### src/rtl/inst_prefetch_queue.sv
// Instruction prefetch queue between an in-order instruction memory and the cpu fetch stage.
// Optional hit/redirect statistics counters are enabled by defining IFQ_STATS_EN.
module inst_prefetch_queue #(
    parameter int DEPTH  = 4,
    parameter int ADDR_W = 32
) (
    input  logic              clk,
    input  logic              reset,
    input  logic [ADDR_W-1:0] pc,
    input  logic              fetch_en,
    output logic [31:0]       inst,
    output logic              inst_valid,
    output logic              mem_req,
    output logic [ADDR_W-1:0] mem_addr,
    input  logic              mem_ack,
    input  logic [31:0]       mem_rdata,
    input  logic              mem_rvalid
`ifdef IFQ_STATS_EN
    ,
    output logic [15:0]       hit_cnt,
    output logic [15:0]       redirect_cnt
`endif
);

    // state  | meaning
    // IDLE   | no stream yet; first fetch_en seeds the prefetch address
    // RUN    | issuing requests, filling entries and serving hits
    // FLUSH  | dropping responses to requests issued before a redirect

    localparam int PW = $clog2(DEPTH);
    localparam int CW = PW + 1;

    typedef enum logic [1:0] {
        S_IDLE  = 2'd0,
        S_RUN   = 2'd1,
        S_FLUSH = 2'd2
    } state_t;

    state_t              state;
    logic [ADDR_W-3:0]   ent_addr [DEPTH];
    logic [31:0]         ent_data [DEPTH];
    logic [DEPTH-1:0]    ent_filled;
    logic [PW-1:0]       rd_ptr;
    logic [PW-1:0]       wr_ptr;
    logic [PW-1:0]       fill_ptr;
    logic [CW-1:0]       alloc_cnt;
    logic [CW-1:0]       unf_cnt;
    logic [CW-1:0]       discard_cnt;
    logic [ADDR_W-1:0]   pf_addr;

    logic [ADDR_W-3:0]   pc_word;
    logic                pc_lo_unused;
    logic                in_run;
    logic                head_alloc;
    logic                head_filled;
    logic                head_match;
    logic                hit;
    logic                redirect;
    logic                do_alloc;
    logic                do_fill;
    logic [CW-1:0]       unf_after_rv;

    assign pc_word      = pc[ADDR_W-1:2];
    assign pc_lo_unused = ^pc[1:0];
    assign in_run       = (state == S_RUN);
    assign head_alloc   = (alloc_cnt != '0);
    assign head_filled  = head_alloc && ent_filled[rd_ptr];
    assign head_match   = (ent_addr[rd_ptr] == pc_word);

    assign hit      = in_run && fetch_en && head_filled && head_match;
    assign redirect = in_run && fetch_en &&
                      (head_alloc ? !head_match : (pf_addr[ADDR_W-1:2] != pc_word));

    assign mem_req  = in_run && !redirect && (alloc_cnt < CW'(DEPTH));
    assign mem_addr = pf_addr;
    assign do_alloc = mem_req && mem_ack;
    assign do_fill  = in_run && !redirect && mem_rvalid && (unf_cnt != '0);

    // A response arriving in the redirect cycle already accounts for one stale request.
    assign unf_after_rv = (mem_rvalid && (unf_cnt != '0)) ? unf_cnt - CW'(1) : unf_cnt;

    assign inst_valid = hit;
    assign inst       = head_filled ? ent_data[rd_ptr] : 32'd0;

    always_ff @(posedge clk) begin
        if (reset) begin
            state       <= S_IDLE;
            ent_filled  <= '0;
            rd_ptr      <= '0;
            wr_ptr      <= '0;
            fill_ptr    <= '0;
            alloc_cnt   <= '0;
            unf_cnt     <= '0;
            discard_cnt <= '0;
            pf_addr     <= '0;
        end else begin
            case (state)
                S_IDLE: begin
                    if (fetch_en) begin
                        pf_addr <= {pc_word, 2'b00};
                        state   <= S_RUN;
                    end
                end
                S_RUN: begin
                    if (redirect) begin
                        ent_filled  <= '0;
                        rd_ptr      <= '0;
                        wr_ptr      <= '0;
                        fill_ptr    <= '0;
                        alloc_cnt   <= '0;
                        unf_cnt     <= '0;
                        pf_addr     <= {pc_word, 2'b00};
                        discard_cnt <= unf_after_rv;
                        state       <= (unf_after_rv == '0) ? S_RUN : S_FLUSH;
                    end else begin
                        if (do_alloc) begin
                            ent_filled[wr_ptr] <= 1'b0;
                            wr_ptr             <= wr_ptr + PW'(1);
                            pf_addr            <= pf_addr + ADDR_W'(4);
                        end
                        if (do_fill) begin
                            ent_filled[fill_ptr] <= 1'b1;
                            fill_ptr             <= fill_ptr + PW'(1);
                        end
                        if (hit) begin
                            ent_filled[rd_ptr] <= 1'b0;
                            rd_ptr             <= rd_ptr + PW'(1);
                        end
                        alloc_cnt <= alloc_cnt + CW'(do_alloc) - CW'(hit);
                        unf_cnt   <= unf_cnt + CW'(do_alloc) - CW'(do_fill);
                    end
                end
                S_FLUSH: begin
                    if (mem_rvalid) begin
                        discard_cnt <= discard_cnt - CW'(1);
                        if (discard_cnt <= CW'(1)) begin
                            state <= S_RUN;
                        end
                    end
                end
                default: state <= S_IDLE;
            endcase
        end
    end

    // Payload storage carries no reset; validity lives in ent_filled and alloc_cnt.
    always_ff @(posedge clk) begin
        if (do_alloc) begin
            ent_addr[wr_ptr] <= pf_addr[ADDR_W-1:2];
        end
        if (do_fill) begin
            ent_data[fill_ptr] <= mem_rdata;
        end
    end

`ifdef IFQ_STATS_EN
    always_ff @(posedge clk) begin
        if (reset) begin
            hit_cnt      <= '0;
            redirect_cnt <= '0;
        end else begin
            if (hit && (hit_cnt != 16'hFFFF)) begin
                hit_cnt <= hit_cnt + 16'd1;
            end
            if (redirect && (redirect_cnt != 16'hFFFF)) begin
                redirect_cnt <= redirect_cnt + 16'd1;
            end
        end
    end
`endif

endmodule

### config.mk
export PLATFORM = sky130hd
export DESIGN_NAME = inst_prefetch_queue
export DESIGN_NICKNAME = d
export VERILOG_FILES = /design/src/rtl/inst_prefetch_queue.sv
export SDC_FILE = /design/constraint.sdc
export NUM_CORES = 1
export LEC_CHECK = 0
export ABC_AREA = 1
export CAP_MARGIN = 20
export CORE_UTILIZATION = 58
export DETAILED_ROUTE_END_ITERATION = 10
export MAX_ROUTING_LAYER = met4
export PLACE_DENSITY_LB_ADDON = 0.25
export SKIP_LAST_GASP = 1
export SYNTH_ARGS = -nofsm -noshare
export SYNTH_HDL_FRONTEND = slang
export SYNTH_SLANG_ARGS = --single-unit
### constraint.sdc
create_clock -name clk -period 4.3 [get_ports clk]
set_clock_uncertainty 0.1 [all_clocks]
set_input_delay 1.075 -clock clk [delete_from_list [all_inputs] [get_ports clk]]
set_output_delay 1.075 -clock clk [all_outputs]
set_load 0.005 [all_outputs]
Yosys cells after proc, flatten, opt, wreduce, memory -nomap -nowiden
Memory sizes are Yosys's and may differ from the RTL's. A register that Yosys moved wholly into a read port is not among the register bits.
Index checks and enable logic that the tools add are counted.
{"block": "totals", "input_bits": 69, "ff_bits": 53, "mem_count": 2, "ramBits": 248, "elab_cells": 124, "output_inout_bits": 66}
{"block": "op_classes", "addsub": 10, "mux": 50, "magnitude_cmp": 8, "bitwise": 5, "reduce_logical": 31, "n_eq_ne": 9}
{"memory": "ent_data", "words": 4, "word_bits": 32, "read_ports": 1, "rd_clocked_by_memory_dff": 1, "wr": 1, "line": "41", "text": "logic [31:0] ent_data [DEPTH];"}
{"memory": "ent_addr", "words": 4, "word_bits": 30, "read_ports": 1, "rd_clocked_by_memory_dff": 1, "wr": 1, "line": "40", "text": "logic [ADDR_W-3:0] ent_addr [DEPTH];"}
{"operator": "$mux W32", "n": 4}
{"operator": "$pmux W32 S2", "n": 1}
{"operator": "$mux W4", "n": 10}
{"operator": "$add A32 B3 Y32 const B", "n": 1}
{"operator": "$eq A30 B30 Y1", "n": 1}
{"operator": "$mux W2", "n": 15}
{"operator": "$ne A30 B30 Y1", "n": 1}
{"operator": "$mux W3", "n": 5}
{"operator": "$logic_and A1 B1 Y1", "n": 14}
{"operator": "$reduce_bool A2 Y1", "n": 5}
{"operator": "$lt A2 B3 Y1 const B", "n": 3}
{"operator": "$mux W1", "n": 9}
{"operator": "$and A4 B4 Y4", "n": 2}
{"operator": "$not A4 Y4", "n": 2}
{"operator": "$add A2 B1 Y2 const B", "n": 3}
{"operator": "$add A3 B1 Y3", "n": 2}
{"operator": "$demux W1 S2", "n": 3}
{"operator": "$ge A2 B1 Y1 const B", "n": 3}
{"operator": "$ne A2 B2 Y1 const B", "n": 3}
{"operator": "$pmux W2 S3", "n": 1}
{"operator": "$pmux W3 S2", "n": 1}
{"operator": "$reduce_and A2 Y1", "n": 3}
{"operator": "$reduce_and A3 Y1", "n": 2}
{"operator": "$reduce_bool A3 Y1", "n": 2}
{"operator": "14 further kinds", "n": 17}

Longest topological paths before layout
{"block": "logic_depth", "depth_word": 20, "ltp_mapped": 26, "ltp_nobuf": 24}

Worst setup path before layout
No wires, ideal clock.
{"block": "synth_timing", "path_kind": "input -> register", "from": "input pc[18]", "to": "memory ent_addr[0][0] (netlist name) (enable)", "n_path_buf": 1, "path_stages": 11, "arrival_time_ps": 3435, "required_time_ps": 3783, "slack_ps": 348, "path_cell_list": "xor2_1 -> a21oi_1 -> nand3_1 -> nor2_1 -> nand3_1 -> nor2_1 -> nor2_1 -> nand2_4 -> nand4_4 -> clkbuf_1 -> nor2_1"}
{"block": "synth_via", "elab_chain_cells": 10, "elab_cells_between_ends": 11, "cone_classes": "eq/ne: 2; mux: 3; reduce/logical: 6"}
{"element": "start: declaration", "line": "9", "text": "input logic [ADDR_W-1:0] pc,"}
{"element": "$eq A30 B30 Y1", "line": "68", "text": "assign head_match = (ent_addr[rd_ptr] == pc_word);"}
{"element": "$logic_not A1 Y1", "line": "72", "text": "(head_alloc ? !head_match : (pf_addr[ADDR_W-1:2] != pc_word));"}
{"element": "$mux W1 (*)", "line": "72"}
{"element": "$logic_and A1 B1 Y1 (*)", "line": "71", "text": "assign redirect = in_run && fetch_en &&"}
{"element": "$logic_not A1 Y1 (*)", "line": "74", "text": "assign mem_req = in_run && !redirect && (alloc_cnt < CW'(DEPTH));"}
{"element": "$logic_and A1 B1 Y1 (*) (2 in a row)", "line": "74"}
{"element": "$logic_and A1 B1 Y1 (*)", "line": "76", "text": "assign do_alloc = mem_req && mem_ack;"}
{"element": "$mux W1 (*)", "line": "148", "text": "if (do_alloc) begin"}
{"element": "$mux W1 (not written as such) (*)", "line": "149", "text": "ent_addr[wr_ptr] <= pf_addr[ADDR_W-1:2];"}
{"element": "end: declaration", "line": "40"}
Every way passes the cells marked *; elsewhere a longest branch is shown, timed or not.

Worst setup path in the final report
{"block": "layout_timing", "from": "input pc[11]", "to": "output mem_req"}
{"block": "layout_via", "elab_chain_cells": 7, "elab_cells_between_ends": 8, "cone_classes": "eq/ne: 2; mux: 1; reduce/logical: 5"}
{"element": "$eq A30 B30 Y1", "line": "68"}
{"element": "$logic_not A1 Y1", "line": "72"}
{"element": "$mux W1 (*)", "line": "72"}
{"element": "$logic_and A1 B1 Y1 (*)", "line": "71"}
{"element": "$logic_not A1 Y1 (*)", "line": "74"}
{"element": "$logic_and A1 B1 Y1 (*) (2 in a row)", "line": "74"}
{"element": "end: declaration", "line": "13", "text": "output logic mem_req,"}
Marked as above.

==> summary.md <==
| Metric | Value |
|---|---|
| Die X-Extent | `158 um` |
| Post-synth top area share | `0.530` |
| CP Capture Type | `primary output` |
| Top-count cell post-synth | `nand2_1` |
| Port Buffers | `130` |
| Most frequent cells after synthesis | `nand2_1 (330), edfxtp_1 (248), nor2_1 (223)` |
| RR Endpoint | `unf_cnt[2]` |
| Die ar. | `between 20000 and 25000 um2` |
| DRT antenna net count | `0` |
| R2R Setup Slk | `0.55 ns` |
| Final worst-path cycle share | `0.964` |
| Yosys warnings | `0` |
| Max_cap viols | `0` |
| CTS H-tree depth | `1` |
| Chip height | `roughly 160 um` |
| #FFs+latches synth | `~300` |
| Grt total ovfl | `0` |
| Main flop type after synthesis | `edfxtp_1` |
| GPL Wtd Cong | `0.939` |
| Worst-margin pin slew | `between 0.6 and 0.7 ns` |
| I/O pins | `approximately 140` |
| Syn Inst Count | `roughly 1500` |
| Setup TNS | `0 ns` |
| Pwr Density | `approximately 380 nW/um2` |
| # clock sinks | `around 300` |
| Number of synthesized flops with an enable pin | `about 250` |
| Sequential share of the synthesized area | `0.605` |
| CTS tree | `yes` |
| Routed vias | `11000` |
| Arrival time worst endpoint | `around 3.0 ns` |
| First-pass GRT wire length | `about 53000 um` |
| Post-synthesis instance area | `about 14000 um2` |
| DRT Pass-1 Iters | `5` |
| Hold Crit Start | `ent_filled[2]` |
| WL final | `34900 um` |
| Initial antenna violation count | `1` |
| WHS Path Cells | `2` |
| Met3 routed WL | `roughly 2800 um` |
| Worst Hold Path EP | `ent_filled[2]` |
| DRC violations left | `0` |
| Synth area leader | `edfxtp_1` |
| Placement row count | `56` |
| DP Cell Count | `1922` |
| Core area | `roughly 24000 um2` |
| Outcome | `finished clean` |
| Worst skew pair latency | `roughly 0.56 ns` |
| Synth cell types | `44` |
| Starting Density | `0.595` |
| Hold Buf Count CTS | `0` |
| Nature of the critical path startpoint | `input pin` |
| # setup viols final | `0` |
| VDD IR max | `0.303 mV` |
| Max Slew Vio Count | `0` |
| CTS Buffer Depth | `3` |
| Syn Area/Cell | `just under 10 um2` |
| DR top layer | `met4` |
| CTS Buf Count | `30` |
| Clock root buffer | `clkbuf_16` |
| Crit-path max FO | `3` |
| Layout area overhead | `22.8%` |
| Routed met1 length | `between 10000 and 15000 um` |
| Post-route insts no fill | `around 2000` |
| Vias per cell | `approximately 5.6` |
| R2R depth | `27` |
| Post-layout min period | `just over 4 ns` |
| Fraction of layout instances using a drive strength above 1 | `0.0981` |
| Post-synth ARST share | `0` |
| Hpwl dp | `between 20000 and 25000 um` |
| Met2 wire length | `16500 um` |
| Leakage power of the design | `0.00683 uW` |
| WS Path Type | `in -> out` |
| Nets | `1728` |
| Largest net degree at the start of global routing | `65` |
| Starting DRC count in detailed routing | `1044` |
| Hold Path Class | `reg -> reg` |
| Final hold violations | `0` |
| Critical Path RT | `3.12 ns` |
| GR Util All Layers | `0.288` |
| WL/cell | `about 18 um` |
| Clock transition at path regs | `approximately 0.060 ns` |
| RSZ-0062 raised after global routing | `false` |
| Fmax | `0.241 GHz` |
| Ranking of synthesized cells by area | `edfxtp_1 (53%), nand2_1 (8.8%), dfxtp_1 (7.5%), nor2_1 (6.0%), nand3_1 (3.8%)` |
| Vias in the first global route | `10200` |
| Relative slew slack | `0.555` |
how the worst max path moves through the flow:
stage	endpoint	slack, ns	depth (start not counted)	startpoint
6_report	mem_req	0.15	13	pc[11]
5_1_grt	mem_req	0.02	14	pc[3]
4_1_cts	inst_valid	-0.17	13	pc[7]
3_5_place_dp	inst_valid	-0.32	11	pc[14]
3_3_place_gp	mem_req	-0.25	11	pc[16]
2_1_floorplan	ent_addr[0][0]	0.35	11	pc[18]
state kept, by name (all words and copies together) (netlist names), named ones only:
name	cells
alloc_cnt	3
discard_cnt	3
ent_addr	120
ent_data	128
ent_filled	4
fill_ptr	2
mem_addr	30
rd_ptr	2
state	2
unf_cnt	3
wr_ptr	2
power breakdown:
part	total, uW	switching, uW	internal (uW)
Combinational	645	365	280
Sequential	3310	75.9	3240
Clock	2600	1090	1510
Total	6560	1530	5030
kinds of logic (layout without fill, tap and decap cells):
kind of cell    after synthesis  in the layout  share of synthesized area
simple gates                699            699                      0.205
buf+inv                     171            369                     0.0566
fa+ha+maj                    22             22                     0.0206
flops                       301            301                      0.605
xor+xnor                     52             52                     0.0324
compound gates              216            216                     0.0796
other cells                   1              3                   0.000267
critical path, stage by stage:
cell and delay (ns):
clkdlybuf4s50_1 0.46, inv_1 0.13, nand2_1 0.08, a21oi_2 0.15
nand3_1 0.12, nor2_1 0.10, nand3_1 0.10, nor2_2 0.16
nor2_1 0.09, nand2_4 0.08, nand2_2 0.06, nor2_2 0.11
dlygate4sd2_1 0.25
area by class of cell:
| cell class | count | area (um2) |
|---|---|---|
| Clock buffer | 39 | 815 |
| Timing Repair Buffer | 211 | 2120 |
| Sequential cell | 301 | 8510 |
| Tap cell | 319 | 399 |
| Antenna cell | 1 | 2.50 |
| Clock inverter | 17 | 174 |
| Inverter | 102 | 409 |
| Multi-Input combinational cell | 991 | 4840 |
| Fill cell | 1647 | 6340 |
through the flow:
step           hold slack (ns)  area [um2]  total power [uW]  setup slack (ns)  utilization
6_report                 0.377       17300              6560             0.154        0.731
5_1_grt                  0.385       17300              6770            0.0222        0.731
4_1_cts                  0.373       17100              6570            -0.169        0.725
3_5_place_dp             0.362       16100              4000            -0.317        0.682
3_3_place_gp             0.353       16100              3980            -0.252        0.682
2_1_floorplan            0.345       14100              3680             0.348            -
cells in the final DEF, fill, tap and decap left out, types with 4 or more instances in the layout:
| master | synthesis | routed |
|---|---|---|
| o21bai_1 | 5 | 5 |
| dlymetal6s2s_1 | 0 | 22 |
| inv_2 | 2 | 4 |
| o21ai_1 | 26 | 26 |
| a21oi_1 | 88 | 85 |
| a21oi_2 | 1 | 4 |
| dlygate4sd2_1 | 0 | 6 |
| nand2_1 | 330 | 329 |
| dfxtp_1 | 53 | 51 |
| nand3_1 | 108 | 107 |
| inv_1 | 97 | 95 |
| clkinv_2 | 0 | 5 |
| nand4_1 | 7 | 7 |
| buf_4 | 11 | 67 |
| clkdlybuf4s50_1 | 0 | 102 |
| buf_12 | 0 | 11 |
| o21ai_0 | 86 | 86 |
| edfxtp_1 | 248 | 248 |
| nor2_4 | 1 | 7 |
| nor3_1 | 9 | 9 |
| clkbuf_16 | 0 | 31 |
| clkbuf_1 | 25 | 6 |
| nor2_2 | 3 | 5 |
| nor2_1 | 223 | 215 |
| clkinv_1 | 0 | 5 |
| nand3b_1 | 4 | 4 |
| xnor2_1 | 21 | 21 |
| xor2_1 | 31 | 31 |
| ha_1 | 20 | 20 |
timing repair:
item | in CTS | in global routing
setup buffers | 0 | 1
endpoints found under the setup margin | 2 | 9
gates resized for setup | 13 | 42
cloned | 0 | 1
endpoints found under the hold margin | 0 | 0
pin swaps | 3 | 3
layer usage:
metal	up-vias	global-route usage
li1	5266	-
met1	5246	0.395
met2	463	0.456
met3	60	0.0345
met4	0	0.0791
met5	-	-
Note: power is estimated with default switching activity, not from simulation.
